[config.mk]
export PLATFORM = sky130hd
export DESIGN_NAME = inv_round_key_gen
export DESIGN_NICKNAME = d
export VERILOG_FILES = /design/src/rtl/inv_round_key_gen.sv
export SDC_FILE = /design/constraint.sdc
export NUM_CORES = 1
export LEC_CHECK = 0
export ABC_AREA = 1
export BUFFER_PORTS_ARGS = -buffer_cell sky130_fd_sc_hd__buf_2
export CAP_MARGIN = 25
export CORE_UTILIZATION = 25
export CTS_CLUSTER_SIZE = 8
export DETAILED_ROUTE_END_ITERATION = 10
export HOLD_SLACK_MARGIN = 0.02
export MAX_ROUTING_LAYER = met4
export SLEW_MARGIN = 40
export SYNTH_ARGS = -nofsm -noshare
export SYNTH_HDL_FRONTEND = slang
export SYNTH_SLANG_ARGS = --single-unit
[constraint.sdc]
create_clock -name clk -period 2.8 [get_ports clk]
set_input_delay 0.28 -clock clk [delete_from_list [all_inputs] [get_ports clk]]
set_output_delay 0.28 -clock clk [all_outputs]
set_load 0.01 [all_outputs]
[src/rtl/inv_round_key_gen.sv]
// AES-128 inverse round-key generator: emits round keys 10 down to 0 with a valid/ready handshake.
// Define INV_KEY_FWD_EN to accept the cipher key and forward-expand it to round 10 first.

module sbox (
    input  logic [7:0] a,
    output logic [7:0] c
);
    localparam logic [2047:0] SBOX_TABLE = {
        128'h637c777bf26b6fc53001672bfed7ab76,
        128'hca82c97dfa5947f0add4a2af9ca472c0,
        128'hb7fd9326363ff7cc34a5e5f171d83115,
        128'h04c723c31896059a071280e2eb27b275,
        128'h09832c1a1b6e5aa0523bd6b329e32f84,
        128'h53d100ed20fcb15b6acbbe394a4c58cf,
        128'hd0efaafb434d338545f9027f503c9fa8,
        128'h51a3408f929d38f5bcb6da2110fff3d2,
        128'hcd0c13ec5f974417c4a77e3d645d1973,
        128'h60814fdc222a908846eeb814de5e0bdb,
        128'he0323a0a4906245cc2d3ac629195e479,
        128'he7c8376d8dd54ea96c56f4ea657aae08,
        128'hba78252e1ca6b4c6e8dd741f4bbd8b8a,
        128'h703eb5664803f60e613557b986c11d9e,
        128'he1f8981169d98e949b1e87e9ce5528df,
        128'h8ca1890dbfe6426841992d0fb054bb16
    };

    // Entry 0 sits in the most significant byte, so index by the complement of a.
    assign c = SBOX_TABLE[{~a, 3'b000} +: 8];
endmodule

module inv_round_key_gen (
    input  logic         clk,
    input  logic         rst_n,
    input  logic         start,
    input  logic [127:0] inkey,
    output logic [127:0] outkey,
    output logic [3:0]   rc,
    output logic         out_valid,
    input  logic         out_ready,
    output logic         busy,
    output logic         done
);

`ifdef INV_KEY_FWD_EN
    typedef enum logic [1:0] {IDLE, EMIT, FIN, EXPAND} state_t;
`else
    typedef enum logic [1:0] {IDLE, EMIT, FIN} state_t;
`endif

    state_t         state_q, state_d;
    logic [127:0]   key_q, key_d;
    logic [3:0]     rc_q, rc_d;

    logic [31:0]    w0, w1, w2, w3;
    logic [31:0]    inv_w1, inv_w2, inv_w3;
    logic [31:0]    sbox_src, rot_word, sub_word, rcon_word;
    logic [3:0]     rcon_idx;
    logic [127:0]   inv_key;

    function automatic logic [31:0] rcon(input logic [3:0] idx);
        logic [7:0] b;
        case (idx)
            4'd0:    b = 8'h01;
            4'd1:    b = 8'h02;
            4'd2:    b = 8'h04;
            4'd3:    b = 8'h08;
            4'd4:    b = 8'h10;
            4'd5:    b = 8'h20;
            4'd6:    b = 8'h40;
            4'd7:    b = 8'h80;
            4'd8:    b = 8'h1b;
            4'd9:    b = 8'h36;
            default: b = 8'h00;
        endcase
        return {b, 24'h000000};
    endfunction

    assign w0 = key_q[127:96];
    assign w1 = key_q[95:64];
    assign w2 = key_q[63:32];
    assign w3 = key_q[31:0];

    assign inv_w3 = w3 ^ w2;
    assign inv_w2 = w2 ^ w1;
    assign inv_w1 = w1 ^ w0;

`ifdef INV_KEY_FWD_EN
    logic [31:0]  fwd_w0, fwd_w1, fwd_w2, fwd_w3;
    logic [127:0] fwd_key;

    // The forward step shares the S-boxes; it substitutes the unmodified w3 and
    // uses rc_q as the forward round counter while expanding.
    assign sbox_src = (state_q == EXPAND) ? w3 : inv_w3;
    assign rcon_idx = (state_q == EXPAND) ? rc_q : rc_q - 4'd1;

    assign fwd_w0  = w0 ^ sub_word ^ rcon_word;
    assign fwd_w1  = w1 ^ fwd_w0;
    assign fwd_w2  = w2 ^ fwd_w1;
    assign fwd_w3  = w3 ^ fwd_w2;
    assign fwd_key = {fwd_w0, fwd_w1, fwd_w2, fwd_w3};
`else
    assign sbox_src = inv_w3;
    assign rcon_idx = rc_q - 4'd1;
`endif

    assign rot_word  = {sbox_src[23:0], sbox_src[31:24]};
    assign rcon_word = rcon(rcon_idx);

    for (genvar i = 0; i < 4; i++) begin : g_sbox
        sbox u_sbox (
            .a (rot_word[8*i +: 8]),
            .c (sub_word[8*i +: 8])
        );
    end

    assign inv_key = {w0 ^ sub_word ^ rcon_word, inv_w1, inv_w2, inv_w3};

    always_comb begin
        state_d = state_q;
        key_d   = key_q;
        rc_d    = rc_q;
        case (state_q)
            IDLE: begin
                if (start) begin
                    key_d = inkey;
`ifdef INV_KEY_FWD_EN
                    state_d = EXPAND;
                    rc_d    = 4'd0;
`else
                    state_d = EMIT;
                    rc_d    = 4'd10;
`endif
                end
            end
`ifdef INV_KEY_FWD_EN
            EXPAND: begin
                key_d = fwd_key;
                rc_d  = rc_q + 4'd1;
                if (rc_q == 4'd9) begin
                    state_d = EMIT;
                end
            end
`endif
            EMIT: begin
                // Round 0 is the last key; hold it and finish rather than stepping below zero.
                if (out_ready) begin
                    if (rc_q == 4'd0) begin
                        state_d = FIN;
                    end else begin
                        key_d = inv_key;
                        rc_d  = rc_q - 4'd1;
                    end
                end
            end
            FIN: begin
                state_d = IDLE;
            end
            default: begin
                state_d = IDLE;
            end
        endcase
    end

    always_ff @(posedge clk or negedge rst_n) begin
        if (!rst_n) begin
            state_q <= IDLE;
            key_q   <= '0;
            rc_q    <= '0;
        end else begin
            state_q <= state_d;
            key_q   <= key_d;
            rc_q    <= rc_d;
        end
    end

    assign outkey    = key_q;
    assign rc        = rc_q;
    assign out_valid = (state_q == EMIT);
    assign busy      = (state_q != IDLE);
    assign done      = (state_q == FIN);

endmodule

==> results of run 1 <==
critical path, cell delays in order (launching register included):
cell and delay (ns):
sky130_fd_sc_hd__dfrtp_1 0.40, sky130_fd_sc_hd__inv_1 0.07, sky130_fd_sc_hd__nand2_1 0.06, sky130_fd_sc_hd__nand2_1 0.10, sky130_fd_sc_hd__inv_1 0.44, sky130_fd_sc_hd__buf_4 0.30
sky130_fd_sc_hd__nand2_1 0.08, sky130_fd_sc_hd__inv_1 0.08, sky130_fd_sc_hd__nand2_1 0.12, sky130_fd_sc_hd__nand3_1 0.10, sky130_fd_sc_hd__nand3_1 0.07, sky130_fd_sc_hd__nand2_1 0.22
sky130_fd_sc_hd__nand2_1 0.10, sky130_fd_sc_hd__nand2_1 0.11, sky130_fd_sc_hd__nand2_1 0.07, sky130_fd_sc_hd__nand2_1 0.08, sky130_fd_sc_hd__nand2_1 0.05, sky130_fd_sc_hd__nand3_1 0.06
sky130_fd_sc_hd__nand2_1 0.05
what timing repair did:
| item | in CTS | in global routing |
|---|---|---|
| hold endpoints to repair | 150 | 0 |
| buffers inserted | 0 | 1 |
| endpoints found under the setup margin | 0 | 16 |
| hold buffers | 17 | 0 |
| resized for setup | 0 | 17 |
path summary, 6_finish.rpt:
check / slack [ns] / startpoint / endpoint
worst max-delay path: 0.13 / outkey[43] / outkey[117]
worst min-delay path: 0.05 / inkey[6] / outkey[6]
worst max register to register: 0.13 / outkey[43] / outkey[117]
worst min register to register: 0.53 / outkey[105] / outkey[105]
max in group asynchronous: 1.69 / rst_n / outkey[117]
min in group asynchronous: 0.29 / rst_n / outkey[20]
cell usage after synthesis:
library cell | instances | area share
sky130_fd_sc_hd__a21oi_1 | 87 | 0.023
sky130_fd_sc_hd__o21ai_1 | 5 | 0.0013
sky130_fd_sc_hd__a2bb2oi_1 | 1 | 0.00046
sky130_fd_sc_hd__xnor2_1 | 20 | 0.0091
sky130_fd_sc_hd__xor2_2 | 3 | 0.0025
sky130_fd_sc_hd__nand2_2 | 18 | 0.0059
sky130_fd_sc_hd__o22ai_1 | 4 | 0.0013
sky130_fd_sc_hd__nand2_1 | 1134 | 0.22
sky130_fd_sc_hd__nand3b_1 | 4 | 0.0016
sky130_fd_sc_hd__a311oi_1 | 1 | 0.00046
sky130_fd_sc_hd__a211oi_1 | 2 | 0.00078
sky130_fd_sc_hd__dfrtp_1 | 134 | 0.17
sky130_fd_sc_hd__o21ai_0 | 143 | 0.037
sky130_fd_sc_hd__clkinv_1 | 6 | 0.0012
sky130_fd_sc_hd__nand3_1 | 1091 | 0.28
sky130_fd_sc_hd__clkbuf_1 | 115 | 0.022
sky130_fd_sc_hd__nor2_4 | 1 | 0.00059
sky130_fd_sc_hd__nand4_1 | 13 | 0.0042
sky130_fd_sc_hd__xor2_1 | 9 | 0.0041
sky130_fd_sc_hd__nor2_2 | 3 | 0.00098
sky130_fd_sc_hd__a31oi_1 | 34 | 0.011
sky130_fd_sc_hd__xnor2_2 | 8 | 0.0068
sky130_fd_sc_hd__o211ai_1 | 45 | 0.018
sky130_fd_sc_hd__inv_1 | 180 | 0.035
sky130_fd_sc_hd__clkbuf_4 | 1 | 0.00039
sky130_fd_sc_hd__buf_4 | 8 | 0.0031
sky130_fd_sc_hd__nand2_4 | 2 | 0.0012
sky130_fd_sc_hd__or2_0 | 1 | 0.00033
sky130_fd_sc_hd__buf_6 | 2 | 0.0012
sky130_fd_sc_hd__ha_1 | 58 | 0.038
sky130_fd_sc_hd__a22oi_1 | 11 | 0.0043
sky130_fd_sc_hd__inv_2 | 16 | 0.0031
sky130_fd_sc_hd__nor3_1 | 4 | 0.0010
sky130_fd_sc_hd__nor2_1 | 246 | 0.048
sky130_fd_sc_hd__buf_1 | 14 | 0.0027
sky130_fd_sc_hd__buf_2 | 93 | 0.024
sky130_fd_sc_hd__o22ai_2 | 1 | 0.00065
sky130_fd_sc_hd__or2_2 | 4 | 0.0013
sky130_fd_sc_hd__a32oi_1 | 9 | 0.0041
kinds of logic after synthesis:
kind of cell	Yosys count	share of synthesized area
compound gates	343	0.1018
simple gates	2521	0.5702
xor+xnor	40	0.02251
flops	134	0.1743
fa+ha+maj	58	0.03773
buf+inv	435	0.09347
routing by layer:
layer / wire length, µm / part of all wire / vias up
li1: - / - / 12621
met3: 12110 / 0.11 / 407
met1: 45340 / 0.40 / 12572
met4: 6776 / 0.061 / 0
met2: 47760 / 0.43 / 1848
met5: 0 / 0 / -
final cells by class:
class / count / area (µm²) / share of cell area
timing repair buffer: 573 / 4130 / 0.1693
antenna: 6 / 15.01 / 0.0006154
clock inverter: 12 / 163.9 / 0.006718
clock buffer: 20 / 456.7 / 0.01872
tap: 1030 / 1289 / 0.05282
sequential: 134 / 3354 / 0.1375
multi-input combinational: 2962 / 14230 / 0.5831
inverter: 202 / 763.2 / 0.03128
per-stage QoR:
stage          instances  setup WS, ns
2_1_floorplan       3531        0.3955
3_3_place_gp        4882       0.06284
3_5_place_dp        4882       0.09084
4_1_cts             4931       0.05096
5_1_grt             4937      0.002804
6_report            4939        0.1293
flip-flops by register name, summed over array words and instances, names as in the netlist:
name     cells
outkey     128
rc           4
state_q      2
==> out/results.txt, run 1 <==
For this run the aggregate overflow at the end of global routing stands at 0. The run gives 0 as the max-cap violation count. The via count of the first global-routing pass is 25,172, and the mean number of vias per cell is 5.557.

The number of endpoints failing setup at the final stage was 0; the final HPWL from detailed placement was 83,110 µm. The number of nets in the layout came out at 4,080. The die covers 0.07806 mm².

The run finished with clean final reports. The sequential cell area fraction in the yosys report came out at 0.1743. At the pin with the least slew margin, the transition time is 0.7908 ns.

The clock period minus final worst setup slack is 2.671 ns. The remaining max-slew budget at the tightest pin was 0.4728. The cell area after synthesis was 0.01924 mm². The tools report the root buffer cell as sky130_fd_sc_hd__clkbuf_16. The tools report the worst hold-check slack as 0.05376 ns. The library cell used most frequently in the layout, excluding fill and tap cells, is sky130_fd_sc_hd__nand2_1. The count of H-tree levels built during CTS came out at 4. Entering global routing, the biggest net connects 144 pins. Along the worst path, the maximum fanout reaches 11. Counting along the longest clock path gives a buffer depth of 2. The number of cells on the worst reg-to-reg path was 18; the post-route antenna net violation count was 0.

The run gives 1.086 as the final weighted congestion in routability-driven placement. The floorplan step set the die width to 279.4 µm. The logs give 17 for the number of buffers created by CTS and 4,535 for the detailed router's first-iteration violation count. After detailed routing, the number of remaining DRC violations is 0.

Across all layers, the routed design uses 27,448 vias. Dividing the detail-routed wire length by the instance count gives 22.68 µm. A synthesized cell averages 5.448 µm². The tools report the instance count of the mapped netlist as 3,531.

The vertical die dimension was 279.4 µm. The busiest metal layer after global routing was met2. STA puts the critical path data arrival time at 3.05 ns. The clock slew at the register clock pins of the worst setup and hold paths was 0.07 ns. The cell area after placement came out at 0.02350 mm².

Initial antenna violation count: 6. The top cell types in the final layout, fill and taps aside, are 1,120 x sky130_fd_sc_hd__nand2_1, 1,085 x sky130_fd_sc_hd__nand3_1, 265 x sky130_fd_sc_hd__buf_2, 255 x sky130_fd_sc_hd__buf_4, 246 x sky130_fd_sc_hd__nor2_1. The clock latency reported for the late side of the worst-skew pair was 0.51 ns; the count of input and output buffers was 266. The final layout contains routed wiring with a total length of 112,000 µm. The met1 layer usage reported by global route is 0.3654. Counting the fill cells in the layout gives 8,687. STA classifies the critical path startpoint as a flop. The number of endpoints with negative hold slack in the final report came out at 0. The met2 layer usage reported by global route is 0.4235. On the final layout, the worst clock skew is 0.02006 ns.

The tools report the peak clock frequency supported by timing as 374.4 MHz. In this run the count of I/O pins placed on the die edge is 267. The total global routing track utilization was 0.2878. Setup repair after global routing left no endpoint under its margin.

The worst hold path passes through 3 cells. For the final routed database, the setup TNS stands at 0 ns. The critical path class was reg2reg.

In this run the worst hold path is classified as in2reg. The worst setup path is captured at a flop. The core region is 0.07608 mm². For the number of iterations in the first detailed-routing pass, the log shows 7. The portion of the clock cycle consumed by the worst path in the final layout came out at 0.9538.

TritonCTS built the clock tree. The cell area after layout is 0.02440 mm², and the layout cell share with drive strength beyond 1 is 0.1712. The logs give 39 for the distinct cell type count after synthesis and 0 for the max-slew violation total from the final report. When the netlist entered floorplanning its net count stood at 3,721. Data on the critical path is required at its endpoint by 3.18 ns. The wire length of the first global-routing pass is 165,400 µm, and the post-synthesis to final-layout area growth is 26.84%. The final design utilization was 0.3207; the global-route track usage on met3 was 0.06339. The run gives 0 as the synthesis warning total. In this run the core area contains 101 standard-cell rows.

The tree built by TritonCTS fans out to 134 sinks. The synthesized design contains 134 register bits. The tools report the initial standard-cell utilization of the core as 0.2529.
Power of run 1 is left out: the tool's default activity adds up to more than one toggle a clock period on the data nets, which glitch-free logic cannot reach.
==> inputs of run 2 (changes only) <==
--- a/config.mk
+++ b/config.mk
@@ -8,6 +8,7 @@
 export ABC_AREA = 1
 export BUFFER_PORTS_ARGS = -buffer_cell sky130_fd_sc_hd__buf_2
 export CAP_MARGIN = 25
+export CORE_MARGIN = 4
 export CORE_UTILIZATION = 25
 export CTS_CLUSTER_SIZE = 8
 export DETAILED_ROUTE_END_ITERATION = 10
==> run 2 against run 1 <==
  * Die area is 4.3% higher
  * Via count is 0.60% higher
  * Clock skew is 0.0036 ns higher
  * First-iteration DRC count is 15% lower
  * Sequential share of layout area is 0.35 points lower
  * Wire length is 2.7% higher
  * Critical endpoint is now outkey[112]
  * Maximum frequency is 0.24% lower
  * Highest routed layer unchanged
  * Utilization is 0.87 points higher
  * Critical path depth is 2 lower
==> out/results.txt, run 2 (synthesis results as in run 1) <==
The initial antenna violation count is 3. The tools report the via count of the first global-routing pass as 25,824. Input and output buffers added on the ports amount to 266.

Routability-driven placement finished with a final weighted congestion of 1.062. The tools report the number of nets in the layout as 4,170. The setup path with the least slack is of type reg2reg.

The run gives 101 as the number of rows in the core area. The final design utilization is 0.3294. The clock period minus final worst setup slack was 2.677 ns; the layout cell share with drive strength beyond 1 was 0.1888.

In the routed design, unresolved DRC markers number 0. The worst register-to-register path begins at outkey[8]. The register with the most flip-flops in the layout has 128 of them.

The die is 285.4 µm tall. The tools report the wire length of the first global-routing pass as 169,600 µm. The critical path ends at outkey[112]. Summing all multi-input logic gate instances after layout gives 0.01423 mm². The run finished with clean final reports. The max-slew violation total from the final report was 0.

The die is 285.4 µm wide. The maximum fanout along the worst path is 3. The tree is rooted in a sky130_fd_sc_hd__clkbuf_16.

For the data required time at the worst endpoint, the log shows 3.20 ns. The number of iterations in the first detailed-routing pass was 7. The kind of path behind the tightest hold check is in2reg. Registers take 0.003358 mm². The floorplan step defined a core boundary enclosing 0.07608 mm². In this run the deepest clock path goes through 2 buffers. The top cell types in the final layout, fill and taps aside, are 1,122 x sky130_fd_sc_hd__nand2_1, 1,086 x sky130_fd_sc_hd__nand3_1, 334 x sky130_fd_sc_hd__buf_4, 265 x sky130_fd_sc_hd__buf_2, 244 x sky130_fd_sc_hd__nor2_1. For the worst-skew pair, the clock arrives at the later sink with an insertion delay of 0.51 ns. The worst register-to-register path has a depth of 16.

The post-synthesis to final-layout area growth works out to 30.28%. STA puts the critical path data arrival time at 3.07 ns. The tools report the number of sinks on the clock net as 134.

Timing would allow up to 373.5 MHz. The remaining max-slew budget at the tightest pin came out at 0.4673. Timing analysis after detailed placement gives a worst setup slack of 0.03889 ns. The initial standard-cell utilization of the core was 0.2529. The H-tree generated during clock tree synthesis spans 4 levels.

Tracing the worst setup path back leads to its startpoint at outkey[8]. In the routed layout, each cell is associated on average with a via count of 5.495. In the final routed layout, each cell accounts on average for 22.89 µm. Setup violations remaining at the end of the flow were counted as 0. The die covers 0.08144 mm². The tools report the max-cap violation count as 0. The post-route antenna net violation count was 0. The portion of the clock cycle consumed by the worst path in the final layout is 0.9561. After legalization and detailed placement, the total HPWL measured 87,330 µm. For flop-to-flop paths, the worst setup slack is 0.12 ns. The worst reg2reg path endpoint is outkey[112].

The commonest non-fill, non-tap cell in the layout was sky130_fd_sc_hd__nand2_1. The number of endpoints with negative hold slack in the final report is 0, and the boundary pin count is 267. Fill cells in the final layout number 8,694. The routed layout has 27,614 vias.

The largest net degree at the start of global routing is 144, and the total global routing track utilization is 0.2793. Type of element launching the critical path: a flop. Across the routed clock network, the largest skew measured is 0.02368 ns.

In this run, the number of DRC markers left after iteration 0 of detailed routing was 3,849. The total wirelength of the detailed-routed design is 115,000 µm. The actual transition at the worst max-transition pin came out at 0.7982 ns.

The tools report the number of buffers created by CTS as 17. Setup repair after global routing could not meet its margin everywhere. TritonCTS built the clock tree.

Setup slack closes at 0.1229 ns. The tools report the category of the worst setup path capture point as a flop. After clock tree synthesis, the clock-pin slew on the worst setup and hold paths is 0.08 ns.

After global routing the overflow that remains totals 0.
run 2: worst min-delay path by stage:
stage / start / end / slack [ns] / cells after the start
3_3_place_gp: rst_n / outkey[19] / 0.14 / 1
6_report: inkey[25] / outkey[25] / 0.06 / 3
4_1_cts: inkey[11] / outkey[11] / 0.02 / 3
2_1_floorplan: rst_n / outkey[0] / -0.02 / 0
5_1_grt: inkey[25] / outkey[25] / 0.06 / 3
3_5_place_dp: rst_n / outkey[19] / 0.14 / 1
run 2: metrics by stage:
step	setup TNS (ns)	hold WS [ns]	cell area, µm²	instances
2_1_floorplan	0	-0.01559	19240	3531
5_1_grt	-0.01200	0.05514	25060	5023
3_5_place_dp	0	0.1437	24140	4964
4_1_cts	0	0.02038	24980	5023
3_3_place_gp	0	0.1436	24140	4964
6_report	0	0.05590	25060	5025
run 2: repair_timing:
action | CTS | global route
endpoints found under the hold margin | 120 | 0
resized for setup | 0 | 24
setup endpoints to repair | 0 | 26
setup buffers | 0 | 0
hold buffers | 27 | 0
run 2: critical path, cell delays in order (launching register included):
cell                       delay [ns]
sky130_fd_sc_hd__dfrtp_1         0.41
sky130_fd_sc_hd__xor2_2          0.27
sky130_fd_sc_hd__buf_4           0.16
sky130_fd_sc_hd__ha_1            0.30
sky130_fd_sc_hd__inv_1           0.13
sky130_fd_sc_hd__nand2_2         0.15
sky130_fd_sc_hd__nand3_1         0.12
sky130_fd_sc_hd__nand2_1         0.09
sky130_fd_sc_hd__clkinv_1        0.12
sky130_fd_sc_hd__nand2_1         0.08
sky130_fd_sc_hd__nand3_1         0.08
sky130_fd_sc_hd__nand3_1         0.11
sky130_fd_sc_hd__nand3_1         0.24
sky130_fd_sc_hd__nand2_1         0.14
sky130_fd_sc_hd__nand2_1         0.05
sky130_fd_sc_hd__nand3_1         0.06
sky130_fd_sc_hd__nand2_1         0.04
run 2: layout make-up:
cell class	count	area share
Clock inverter	12	0.004743
Multi-Input combinational cell	2962	0.5680
Timing Repair Buffer	663	0.1930
Sequential cell	134	0.1340
Tap cell	1030	0.05143
Clock buffer	20	0.01822
Antenna cell	2	0.0001997
Inverter	202	0.03046
run 2: layer usage:
layer  vias to the layer above  global-route usage  share of wire
li1                      12776                   -              -
met1                     12772              0.3695           0.42
met2                      1705              0.4001           0.42
met3                       361             0.05316          0.098
met4                         0              0.1517          0.064
met5                         -                   -              0
Power of run 2 is left out for the same reason.
